--- src/rtl/uart_cmd_master.sv ---
// UART command initiator: frames a request, waits for the reply, and retries on timeout or a bad frame.
// Optional UART_CMD_MASTER_STATS_EN adds saturating completion and retry counters.
module uart_cmd_master #(
    parameter int CMD_N       = 4,
    parameter int RSP_N       = 6,
    parameter int TIMEOUT_CYC = 500000,
    parameter int MAX_RETRY   = 2
) (
    input  logic                   sys_clk,
    input  logic                   rst_n,
    input  logic                   req_valid,
    output logic                   req_ready,
    input  logic [7:0]             req_cmd,
    input  logic [(CMD_N-3)*8-1:0] req_payload,
    output logic                   tx_send_flag,
    output logic [CMD_N*8-1:0]     tx_data,
    input  logic                   tx_send_complete,
    input  logic                   rx_recv_flag,
    input  logic [RSP_N*8-1:0]     rx_data,
    output logic                   rsp_valid,
    output logic [(RSP_N-3)*8-1:0] rsp_data,
    output logic [1:0]             rsp_status,
    output logic                   busy
`ifdef UART_CMD_MASTER_STATS_EN
    ,
    output logic [15:0]            stat_ok,
    output logic [15:0]            stat_err,
    output logic [15:0]            stat_retry
`endif
);

    localparam int TW = (TIMEOUT_CYC > 2) ? $clog2(TIMEOUT_CYC) : 1;
    localparam int RW = (MAX_RETRY > 0) ? $clog2(MAX_RETRY + 1) : 1;

    localparam logic [1:0] ST_OK   = 2'b00;
    localparam logic [1:0] ST_TMO  = 2'b01;
    localparam logic [1:0] ST_BAD  = 2'b10;
    localparam logic [1:0] ST_ECHO = 2'b11;

    typedef enum logic [2:0] {
        IDLE, SEND, WAIT_TX, WAIT_RX, CHECK, DONE
    } state_t;

    state_t               state_q, state_d;
    logic [TW-1:0]        tmo_q;
    logic [RW-1:0]        retry_q;
    logic [7:0]           cmd_q;
    logic [CMD_N*8-1:0]   tx_q;
    logic [RSP_N*8-1:0]   rx_q;
    logic [CMD_N*8-1:0]   frame_d;
    logic [7:0]           tx_sum;
    logic [7:0]           rx_sum;
    logic [1:0]           chk_status;
    logic                 tmo_hit;
    logic                 load_req;
    logic                 load_rx;
    logic                 fail;
    logic [1:0]           fail_st;
    logic                 retry_inc;
    logic                 fin;
    logic [1:0]           fin_st;

    assign req_ready    = (state_q == IDLE);
    assign busy         = (state_q != IDLE);
    assign tx_send_flag = (state_q == SEND);
    assign rsp_valid    = (state_q == DONE);
    assign tx_data      = tx_q;
    assign tmo_hit      = (tmo_q == TW'(TIMEOUT_CYC - 1));

    always_comb begin
        frame_d = {8'hA5, req_cmd, req_payload, 8'h00};
        tx_sum  = 8'h00;
        for (int i = 0; i < CMD_N - 1; i++)
            tx_sum = tx_sum + frame_d[(CMD_N-1-i)*8 +: 8];
        frame_d[7:0] = tx_sum;
    end

    // Header/checksum failures take priority over a wrong echo.
    always_comb begin
        rx_sum = 8'h00;
        for (int i = 0; i < RSP_N - 1; i++)
            rx_sum = rx_sum + rx_q[(RSP_N-1-i)*8 +: 8];
        if (rx_q[RSP_N*8-1 -: 8] != 8'h5A || rx_sum != rx_q[7:0])
            chk_status = ST_BAD;
        else if (rx_q[RSP_N*8-9 -: 8] != cmd_q)
            chk_status = ST_ECHO;
        else
            chk_status = ST_OK;
    end

    always_comb begin
        state_d   = state_q;
        load_req  = 1'b0;
        load_rx   = 1'b0;
        fail      = 1'b0;
        fail_st   = ST_OK;
        retry_inc = 1'b0;
        fin       = 1'b0;
        fin_st    = ST_OK;
        case (state_q)
            IDLE: begin
                if (req_valid) begin
                    load_req = 1'b1;
                    state_d  = SEND;
                end
            end
            SEND:    state_d = WAIT_TX;
            WAIT_TX: if (tx_send_complete) state_d = WAIT_RX;
            WAIT_RX: begin
                if (rx_recv_flag) begin
                    load_rx = 1'b1;
                    state_d = CHECK;
                end else if (tmo_hit) begin
                    fail    = 1'b1;
                    fail_st = ST_TMO;
                end
            end
            CHECK: begin
                if (chk_status == ST_BAD) begin
                    fail    = 1'b1;
                    fail_st = ST_BAD;
                end else begin
                    fin    = 1'b1;
                    fin_st = chk_status;
                end
            end
            DONE:    state_d = IDLE;
            default: state_d = IDLE;
        endcase
        if (fail) begin
            if (retry_q < RW'(MAX_RETRY)) begin
                retry_inc = 1'b1;
                state_d   = SEND;
            end else begin
                fin    = 1'b1;
                fin_st = fail_st;
            end
        end
        if (fin)
            state_d = DONE;
    end

    always_ff @(posedge sys_clk or negedge rst_n) begin
        if (!rst_n) begin
            state_q    <= IDLE;
            tmo_q      <= '0;
            retry_q    <= '0;
            cmd_q      <= '0;
            tx_q       <= '0;
            rx_q       <= '0;
            rsp_data   <= '0;
            rsp_status <= ST_OK;
        end else begin
            state_q <= state_d;
            if (state_q == WAIT_RX)
                tmo_q <= tmo_q + TW'(1);
            else
                tmo_q <= '0;
            if (load_req) begin
                retry_q <= '0;
                cmd_q   <= req_cmd;
                tx_q    <= frame_d;
            end else if (retry_inc) begin
                retry_q <= retry_q + RW'(1);
            end
            if (load_rx)
                rx_q <= rx_data;
            if (fin) begin
                rsp_status <= fin_st;
                rsp_data   <= rx_q[(RSP_N-2)*8-1:8];
            end
        end
    end

`ifdef UART_CMD_MASTER_STATS_EN
    always_ff @(posedge sys_clk or negedge rst_n) begin
        if (!rst_n) begin
            stat_ok    <= '0;
            stat_err   <= '0;
            stat_retry <= '0;
        end else begin
            if (fin && fin_st == ST_OK && stat_ok != 16'hFFFF)
                stat_ok <= stat_ok + 16'd1;
            if (fin && fin_st != ST_OK && stat_err != 16'hFFFF)
                stat_err <= stat_err + 16'd1;
            if (retry_inc && stat_retry != 16'hFFFF)
                stat_retry <= stat_retry + 16'd1;
        end
    end
`endif

endmodule

--- config.mk ---
export PLATFORM = sky130hd
export DESIGN_NAME = uart_cmd_master
export DESIGN_NICKNAME = d
export VERILOG_FILES = /design/src/rtl/uart_cmd_master.sv
export SDC_FILE = /design/constraint.sdc
export NUM_CORES = 1
export LEC_CHECK = 0
export CORE_MARGIN = 3
export CORE_UTILIZATION = 45
export DETAILED_ROUTE_END_ITERATION = 6
export HOLD_SLACK_MARGIN = 0.12
export PLACE_DENSITY = 0.72
export SYNTH_ARGS = -nofsm -noshare
export SYNTH_HDL_FRONTEND = slang
export SYNTH_SLANG_ARGS = --single-unit
--- constraint.sdc ---
create_clock -name sys_clk -period 4.8 [get_ports sys_clk]
set_input_delay 0.72 -clock sys_clk [delete_from_list [all_inputs] [get_ports sys_clk]]
set_output_delay 0.72 -clock sys_clk [all_outputs]
set_load 0.01 [all_outputs]
==> run_results.csv <==
group,metric,value,unit
outcome,status,"finished clean",
clocking,clockBufferDepth,2,
pwr,vdd_drop_max,0.753,mV
synth,synthTopCellsByArea,"dfrtp_1 (49%), mux2_2 (9.5%), fa_1 (6.7%)",
sta,rsz0062_at_grt,"false",
floorplan,die_w,124,microns
worst_setup_path,crit_type,"register to register",
worst_setup_path,cp.arrival,4870,ps
synth,yosysWarnings,0,
synth,syn_inst,519,
synth,synth_top_area_cell,"dfrtp_1",
clocking,clock_latency,410,ps
sta,min_period,4580,ps
sta,max_slew_margin,25.5,%
clocking,cts_made_buffers,17,
layout,synthToLayoutAreaGrowth,32.2,%
grt,grt_first_pass_wirelength,22300,microns
place,portBuffers,126,
synth,synth_edf_count,0,
worst_hold_path,hp-class,"input port to asynchronous set/reset pin",
worst_setup_path,startpoint_type,"register",
layout,stdcell_area,0.00831,sq mm
worst_setup_path,worstSetupEndpointType,"register",
grt,globalRouteOverflowTotal,0,
routing,ant_nets,0,
pwr,powerDensity,880,mW/mm^2
layout,final_common_cell,"clkdlybuf4s50_1",
synth,avgSynthCellArea,12.1,sq um
pwr,p_leak,3.74,nW
worst_setup_path,reg2reg_from,"rx_q[9]",
sta,fin_tns_setup,0,ps
floorplan,rows,42,
clocking,cts_resized,0,
place,pre_cts_ws,178,ps
sta,finalClockSkew,7.12,ps
clocking,clk_pin_slew_worst_paths,50,ps
worst_setup_path,worstPathRequired,5090,ps
sta,hold_viol,0,
grt,grt_max_degree,49,
sta,worst_pin_slew,1110,ps
floorplan,chipHeight,124,microns
routing,drt_iter0_drc,202,
job,drv_cap,0,
sta,setup_violations,0,
routing,drt_pre_antenna_iters,6,
sta,setup_ws,216,ps
place,hpwl,10300,microns
worst_setup_path,crit_start,"rx_q[9]",
floorplan,start_util,46.7,%
synth,yosys_most_used_dff,"dfrtp_1",
sta,slew_violations,0,
synth,yosysUniqueCellTypes,44,
grt,grt_usage,19.2,%
place,gp_congestion,0.833,
synth,ys_seq_elements,123,
synth,yosysTopAreaCellShare,49.0,%
layout,layout_common_cells,"clkdlybuf4s50_1 (125), dfrtp_1 (123), nand2_1 (63)",
layout,drive_above_1_share,17.0,%
clocking,htreeDepth,4,
sta,final_min_period_over_clock_period,95.5,%
clocking,cts_tree,"built",
synth,syn-cell-area,0.00629,sq mm
grt,antenna_found_initial,0,
layout,n_antenna_cell,0,
routing,vias_per_cell,5.03,
floorplan,dieArea,0.0154,sq mm
floorplan,io_pins,131,
grt,grt_pass1_vias,4443,
routing,drt_wl_total,14000,microns
synth,synth-async-reset-ratio,100,%
routing,wl_per_cell,16.7,microns
worst_setup_path,path_max_fanout,12,
clocking,cts.sinks,123,
place,dpl_cell_area,0.00768,sq mm
routing,vias,4217,
sta,clock.fmax,218,MHz
clocking,root_buffer,"clkbuf_16",
synth,synth-seq-area-share,49.0,%
routing,drc_errors,0,
floorplan,core,0.0135,sq mm
layout,nNetsFinal,762,
cell usage after synthesis, types with 2 or more instances:
master / instances
a211oi_1: 2
a21o_1: 7
a21oi_1: 7
a311oi_1: 2
and2_1: 4
and3_1: 4
and4_1: 2
buf_1: 5
buf_4: 7
buf_6: 2
clkbuf_1: 7
dfrtp_1: 123
fa_1: 21
ha_1: 22
inv_1: 25
mux2_2: 53
mux2_4: 20
mux2i_1: 2
nand2_1: 63
nand3_1: 10
nand4_1: 6
nor2_1: 30
nor2b_1: 4
nor3_1: 3
nor4_1: 3
nor4b_1: 2
o21ai_0: 18
or3_1: 4
xnor2_1: 21
xor2_1: 26
metal layers:
| layer | track usage (%) | share of wire (%) | vias to the layer above |
|---|---|---|---|
| met5 | 0 | 0 | - |
| li1 | - | - | 2010 |
| met1 | 23.3 | 41 | 2108 |
| met3 | 6.22 | 4.6 | 15 |
| met4 | 6.50 | 1.9 | 0 |
| met2 | 32.3 | 53 | 84 |
sequential cells by signal, indices dropped and copies added (netlist names):
signal      count
rx_q           48
rsp_data       24
tmo_q          19
tx_data        18
cmd_q           7
state_q         3
retry_q         2
rsp_status      2
cell type report:
cell class              count  area, sq um
clock buffers              20          447
clock inverters            12          171
fillers                  1119         5140
inverters                  25         93.8
multi-input cells         354         3020
flip-flops and latches    123         3080
well taps                 176          220
repair buffers            129         1280
stage by stage:
step / hold slack [ps] / utilization [%] / total power, mW / cells
2_1_floorplan: 424 / - / 4.93 / 522
3_3_place_gp: 462 / 57.1 / 5.85 / 806
3_5_place_dp: 462 / 57.1 / 6.01 / 806
4_1_cts: 283 / 61.7 / 7.40 / 838
5_1_grt: 290 / 61.8 / 7.99 / 839
6_report: 272 / 61.8 / 7.32 / 839
power by group:
| group | switching, mW | leakage [nW] | total (mW) | internal [mW] |
|---|---|---|---|---|
| Clock | 0.455 | 0.296 | 1.33 | 0.878 |
| Sequential | 0.329 | 1.57 | 1.70 | 1.37 |
| Combinational | 2.14 | 1.87 | 4.28 | 2.14 |
critical path, cell delays in order, from the launching register on:
cell and delay (ps):
dfrtp_1 400, fa_1 570, fa_1 450, fa_1 530, ha_1 220, inv_1 70, fa_1 400, xnor2_1 200
xnor2_1 150, nand4_1 130, a211oi_2 280, and4_4 300, o21bai_2 420, mux2_4 350
worst paths after layout:
check | to | slack (ps) | depth (start not counted)
worst max-delay path | rsp_data[9] | 220 | 13
worst min-delay path | rx_q[25] | 270 | 1
worst max register to register | rsp_data[9] | 220 | 13
worst min register to register | tx_data[9] | 470 | 2
max in group asynchronous | tx_data[11] | 3550 | 2
min in group sys_clk | tx_data[9] | 470 | 2
cell families (layout without fill, tap and decap cells):
| kind of cell | after synthesis | after routing | synth area share [%] |
|---|---|---|---|
| flops | 123 | 123 | 49.0 |
| xor+xnor | 48 | 48 | 6.91 |
| compound gates | 43 | 44 | 4.44 |
| other cells | 1 | 4 | 0.0597 |
| simple gates | 140 | 140 | 10.6 |
| buf+inv | 46 | 186 | 3.40 |
| mux | 75 | 75 | 14.6 |
| fa+ha+maj | 43 | 43 | 11.1 |
what timing repair did:
item                                    in CTS  in global routing
setup buffers                                0                  0
hold buffers                                 0                  0
endpoints found under the setup margin       0                  2
(Power assumes the default switching activity.)
